### src/rtl/tl_pkg.sv
// Shared types and constants for the two-road intersection sequencer.
package tl_pkg;

  // Controller states; code 3'd7 is unused and recovers to AR_EW.
  typedef enum logic [2:0] {
    NS_G  = 3'd0,
    NS_Y  = 3'd1,
    AR_NS = 3'd2,
    EW_G  = 3'd3,
    EW_Y  = 3'd4,
    AR_EW = 3'd5,
    WALK  = 3'd6
  } state_t;

  // Light head encoding {R,Y,G}.
  localparam logic [2:0] LIGHT_RED = 3'b100;
  localparam logic [2:0] LIGHT_YEL = 3'b010;
  localparam logic [2:0] LIGHT_GRN = 3'b001;
  localparam logic [2:0] LIGHT_OFF = 3'b000;

  // Road selectors.
  localparam logic DIR_NS = 1'b0;
  localparam logic DIR_EW = 1'b1;

  // Green state belonging to a road.
  function automatic state_t green_of(input logic dir);
    return (dir == DIR_EW) ? EW_G : NS_G;
  endfunction

endpackage

### src/rtl/tl_phase_timer.sv
// Phase counter: clears on request, otherwise counts up, optionally
// saturating at a limit; flags when the count equals a compare value.
module tl_phase_timer #(
  parameter int CNT_W = 24
) (
  input  logic             clk,
  input  logic             reset,
  input  logic             clear,
  input  logic             sat_en,
  input  logic [CNT_W-1:0] sat_limit,
  input  logic [CNT_W-1:0] cmp_val,
  output logic [CNT_W-1:0] count,
  output logic             at_cmp
);

  // Count register: clear wins, then saturation hold, then increment.
  always_ff @(posedge clk or posedge reset) begin
    // NOTE: clocked state is updated with non-blocking assignments only, so
    // every register samples pre-edge values regardless of block ordering.
    if (reset) begin
      count <= '0;
    end else if (clear) begin
      count <= '0;
    end else if (sat_en && (count >= sat_limit)) begin
      count <= count;
    end else begin
      count <= count + CNT_W'(1);
    end
  end

  assign at_cmp = (count == cmp_val);

endmodule

### src/rtl/intersection_controller.sv
// Two-road intersection sequencer with demand-actuated greens, all-red
// clearance, an exclusive pedestrian WALK phase and emergency pre-emption.
module intersection_controller
  import tl_pkg::*;
#(
  parameter int CNT_W       = 24,
  parameter int T_GREEN_MIN = 6,
  parameter int T_GREEN_MAX = 12,
  parameter int T_YELLOW    = 3,
  parameter int T_ALLRED    = 2,
  parameter int T_WALK      = 4
) (
  input  logic       clk,
  input  logic       reset,
  input  logic       ns_car,
  input  logic       ew_car,
  input  logic       ped_req,
  input  logic       emerg,
  input  logic       emerg_dir,
  output logic [2:0] ns_lights,
  output logic [2:0] ew_lights,
  output logic       walk,
  output logic       ped_pending,
  output logic [2:0] state_o
);

  // Last counter value of each timed phase.
  localparam logic [CNT_W-1:0] GMIN_LAST  = CNT_W'(T_GREEN_MIN - 1);
  localparam logic [CNT_W-1:0] GMAX_LAST  = CNT_W'(T_GREEN_MAX - 1);
  localparam logic [CNT_W-1:0] YEL_LAST   = CNT_W'(T_YELLOW - 1);
  localparam logic [CNT_W-1:0] AR_LAST    = CNT_W'(T_ALLRED - 1);
  localparam logic [CNT_W-1:0] WALK_LAST  = CNT_W'(T_WALK - 1);

  state_t           state, next_state;
  logic             next_dir, next_dir_d;
  logic [CNT_W-1:0] count, cmp_val;
  logic             at_cmp, in_green, phase_change;

  assign phase_change = (next_state != state);

  tl_phase_timer #(
    .CNT_W (CNT_W)
  ) u_timer (
    .clk       (clk),
    .reset     (reset),
    .clear     (phase_change),
    .sat_en    (in_green),
    .sat_limit (GMAX_LAST),
    .cmp_val   (cmp_val),
    .count     (count),
    .at_cmp    (at_cmp)
  );

  // Next-state selection and the per-state compare value for the timer.
  always_comb begin
    // NOTE: every signal assigned here gets a default first, so no path can
    // leave one unassigned and infer a latch.
    next_state = state;
    next_dir_d = next_dir;
    cmp_val    = '0;
    in_green   = 1'b0;
    case (state)
      NS_G: begin
        in_green = 1'b1;
        cmp_val  = GMAX_LAST;
        if (emerg) begin
          if (emerg_dir == DIR_EW) next_state = NS_Y;
        end else if ((count >= GMIN_LAST) && (ew_car || ped_pending) &&
                     (!ns_car || at_cmp)) begin
          next_state = NS_Y;
        end
      end
      EW_G: begin
        in_green = 1'b1;
        cmp_val  = GMAX_LAST;
        if (emerg) begin
          if (emerg_dir == DIR_NS) next_state = EW_Y;
        end else if ((count >= GMIN_LAST) && (ns_car || ped_pending) &&
                     (!ew_car || at_cmp)) begin
          next_state = EW_Y;
        end
      end
      NS_Y: begin
        cmp_val = YEL_LAST;
        if (at_cmp) next_state = AR_NS;
      end
      EW_Y: begin
        cmp_val = YEL_LAST;
        if (at_cmp) next_state = AR_EW;
      end
      AR_NS: begin
        cmp_val = AR_LAST;
        if (at_cmp) begin
          if (ped_pending && !emerg) begin
            next_state = WALK;
            next_dir_d = DIR_EW;
          end else if (emerg) begin
            next_state = green_of(emerg_dir);
          end else begin
            next_state = EW_G;
          end
        end
      end
      AR_EW: begin
        cmp_val = AR_LAST;
        if (at_cmp) begin
          if (ped_pending && !emerg) begin
            next_state = WALK;
            next_dir_d = DIR_NS;
          end else if (emerg) begin
            next_state = green_of(emerg_dir);
          end else begin
            next_state = NS_G;
          end
        end
      end
      WALK: begin
        cmp_val = WALK_LAST;
        // Pre-emption aborts the walk at once; it is not retried.
        if (emerg) begin
          next_state = green_of(emerg_dir);
        end else if (at_cmp) begin
          next_state = green_of(next_dir);
        end
      end
      default: next_state = AR_EW;
    endcase
  end

  // State and post-walk direction registers.
  always_ff @(posedge clk or posedge reset) begin
    if (reset) begin
      state    <= AR_EW;
      next_dir <= DIR_NS;
    end else begin
      state    <= next_state;
      next_dir <= next_dir_d;
    end
  end

  // Pedestrian latch: cleared as WALK is entered, set by a press outside WALK.
  always_ff @(posedge clk or posedge reset) begin
    if (reset) begin
      ped_pending <= 1'b0;
    end else if ((next_state == WALK) && (state != WALK)) begin
      ped_pending <= 1'b0;
    end else if (ped_req && (state != WALK)) begin
      ped_pending <= 1'b1;
    end
  end

  // Light and walk decode straight from the state register.
  always_comb begin
    ns_lights = LIGHT_RED;
    ew_lights = LIGHT_RED;
    walk      = 1'b0;
    case (state)
      NS_G:    ns_lights = LIGHT_GRN;
      NS_Y:    ns_lights = LIGHT_YEL;
      EW_G:    ew_lights = LIGHT_GRN;
      EW_Y:    ew_lights = LIGHT_YEL;
      WALK:    walk      = 1'b1;
      default: walk      = 1'b0;
    endcase
  end

  assign state_o = state;

endmodule

### config.mk
export PLATFORM = sky130hd
export DESIGN_NAME = intersection_controller
export DESIGN_NICKNAME = d
export VERILOG_FILES = /design/src/rtl/tl_pkg.sv /design/src/rtl/tl_phase_timer.sv /design/src/rtl/intersection_controller.sv
export SDC_FILE = /design/constraint.sdc
export NUM_CORES = 1
export LEC_CHECK = 0
export CORE_MARGIN = 1
export CORE_UTILIZATION = 57
export CTS_BUF_LIST = sky130_fd_sc_hd__clkbuf_16
export DETAILED_ROUTE_END_ITERATION = 16
export HOLD_SLACK_MARGIN = 0.15
export PLACE_DENSITY = 0.86
export SLEW_MARGIN = 20
export SYNTH_ARGS = -nofsm -noshare
export SYNTH_HDL_FRONTEND = slang
export SYNTH_SLANG_ARGS = --single-unit
### constraint.sdc
create_clock -name clk -period 3.2 [get_ports clk]
set_clock_uncertainty 0.05 [all_clocks]
set_input_delay 0.64 -clock clk [delete_from_list [all_inputs] [get_ports clk]]
set_output_delay 0.64 -clock clk [all_outputs]
set_load 0.005 [all_outputs]
==> qor.txt <==
Cell with the most instances after synthesis: nor2_1
Via Count: 1842
Latest clock arrival within the worst-skew pair: 0.27 ns
Number of synthesized flops with an enable pin: 0
Synth Instances: 236
Antenna-violating nets left: 0
Final setup fails: 0
Bufs on Longest Clock Path: 2
Final hold violation count: 0
Synthesized Nets: 246
Gr usage total: 0.2866
Area fraction of the dominant cell type after synthesis: 0.3383
Critical Path RT: 3.33 ns
WS Path Type: flip-flop to flip-flop
Max Slew Vio Count: 0
NumNets Final: 274
Area grow syn2layout: 21.37%
DIE AREA: 3744 um2
P_leak: 0.001055 uW
Largest net degree at the start of global routing: 30
Crit-path max cell delay: 0.63 ns
CTS tree: yes
Initial Utilization: 0.5984
Core box area: 3337 um2
Post-CTS Hold Fix Bufs: 0
Total congestion overflow: 0
Layout cell share with drive strength beyond 1: 0.1326
Period utilization: 0.9488
Clk sinks: 29
IO Port Bufs: 17
Worst Max-Slew Pin Slew: 0.6106 ns
GPL Wtd Cong: 0.9886
Critical Path AT: 3.16 ns
Buf/Inv on CP: 0
Vias/cell: 5.942
Dominant cell type by area after synthesis: dfrtp_1
Die width: 61.19 um
Floorplan row count: 21
Min Tclk post-route: 3.036 ns
CTS root buf: clkbuf_16
Max Fanout on Critical Path: 9
First-pass GRT wire length: 7803 um
DIE HEIGHT: 61.19 um
DP Wirelength: 3525 um
Worst VDD drop: 0.0003265 V
Worst setup SP type: flip-flop
Fin util: 0.7263
Register area share after synthesis: 0.3647
Worst path cell trace: or4b_1 > o32ai_1 > a31oi_1 > or4_1 > a22o_1 > o22ai_2 > mux2_4 > nor3_1
Syn Area/Cell: 8.462 um2
Slew HR: 0.5910
Ant diodes: 0
Main flop type after synthesis: dfrtp_1
Yosys synthesis warning count: 0
Max-cap violation count: 0
I/O Pins: 18
Initial antenna violation count: 0
Post-route DRC: 0
Hold WC Path Type: flip-flop to flip-flop
Cell family with most CP delay: simple AND/OR/NAND/NOR gates
Post-Syn Area: 1997 um2
Drt first pass iters: 5
WL/cell: 16.09 um
Outcome: finished, final reports clean
CTS clk-pin slew, worst paths: 0.05 ns
Max frequency: 0.3294 GHz
Netlist cell types: 51
RSZ-0062 raised after global routing: no
Async S/R FF share, synth: 1.000
Vias in the first global route: 1693
TritonCTS Buffers: 5
Commonest cells post-synth: nor2_1 (38), dfrtp_1 (27), nand2_1 (19), xor2_1 (15), nand3_1 (12)
Register bit total from synthesis: 29
Final setup TNS: 0 ns
Power per cell area: 793.4 nW/um2
H-tree depth: 2
Routed WL: 4987 um
First-iteration detailed-routing DRC count: 212
CP max-delay cell: or4_1
Synth top area cells: dfrtp_1 (34%), nor2_1 (7.1%), xor2_1 (6.6%)
Crit. End Element: flip-flop
metal layers:
layer,track usage,vias up,share of wire
li1,-,890,-
met1,0.3849,865,0.45
met2,0.4379,73,0.47
met3,0.08193,14,0.062
met4,0.1104,0,0.018
met5,0,-,0
per-stage QoR:
stage / cells / setup slack, ns / hold WS (ns) / total power, uW / instance area (um2)
floorplan: 236 / 0.3793 / 0.4401 / 1163 / 1997
global placement: 302 / 0.1259 / 0.4795 / 1440 / 2271
detailed placement: 302 / 0.05407 / 0.4860 / 1442 / 2271
CTS: 309 / 0.05495 / 0.4970 / 1864 / 2404
global route: 310 / 0.02403 / 0.5169 / 2045 / 2424
finish: 310 / 0.1638 / 0.4986 / 1923 / 2424
state kept, by name, indices dropped and copies added (netlist names):
register       cells
state_o            3
u_timer.count     24
ped_pending        1
next_dir           1
placed cells by master, fill, tap and decap left out, types with 2 or more instances in the layout:
cell / netlist / routed
nand3_1: 12 / 12
clkdlybuf4s50_1: 0 / 17
ha_1: 3 / 3
nor4_1: 5 / 5
nor2b_1: 5 / 4
a22o_1: 2 / 2
a21oi_1: 3 / 3
a22oi_1: 2 / 2
dfstp_2: 2 / 2
or3_1: 2 / 2
clkbuf_16: 0 / 5
xnor2_1: 11 / 11
dfrtp_1: 27 / 26
nor3b_1: 2 / 2
a31oi_1: 3 / 3
and4_1: 3 / 3
o31ai_1: 5 / 5
nand2b_1: 5 / 5
o21ai_0: 8 / 8
xor2_1: 15 / 15
buf_4: 0 / 16
and3_1: 5 / 5
nor2_1: 38 / 38
nand4_1: 5 / 5
nor3_1: 6 / 6
nand2_1: 19 / 19
inv_1: 10 / 11
worst register-to-register path, cell delays in order (launching register included):
cell	delay, ns
dfrtp_2	0.44
or4b_1	0.46
o32ai_1	0.16
a31oi_1	0.19
or4_1	0.63
a22o_1	0.22
o22ai_2	0.27
mux2_4	0.34
nor3_1	0.19
cell families after synthesis:
family	after synthesis	share of synthesized area
muxes	2	0.01316
DFF	29	0.3647
and+or+nand+nor	112	0.2782
xor gates and xnor gates	26	0.1140
buffers and inverters	23	0.05577
AOI/OAI and AO/OA	41	0.1554
adders and majority gates	3	0.01880
cell type report:
cell class                      count  area (um2)
Clock inverter                      2       7.507
Clock buffer                        5       125.1
Fill cell                         274       913.4
Inverter                           10       37.54
Timing Repair Buffer               33       290.3
Multi-Input combinational cell    185        1176
Tap cell                           46       57.56
Sequential cell                    29       729.5
power by group:
group          switching, uW  internal (uW)
combinational            584            438
sequential              66.6            417
clock                    142            276
worst paths after layout:
kind                                        start           endpoint  slack [ns]  cells after the start
max in group asynchronous                   reset         state_o[0]        2.10                      3
min in group asynchronous                   reset   u_timer.count[1]        0.69                      3
worst max-delay path                   state_o[1]   u_timer.count[2]        0.16                      8
worst max register to register         state_o[1]   u_timer.count[2]        0.16                      8
worst min register to register  u_timer.count[23]  u_timer.count[23]        0.50                      2
worst min-delay path            u_timer.count[23]  u_timer.count[23]        0.50                      2
timing repair:
| action | CTS | global route |
|---|---|---|
| setup buffers | 0 | 0 |
| resized for setup | 0 | 4 |
| endpoints found under the setup margin | 0 | 24 |
No activity file was read; power rests on OpenSTA's default activity.
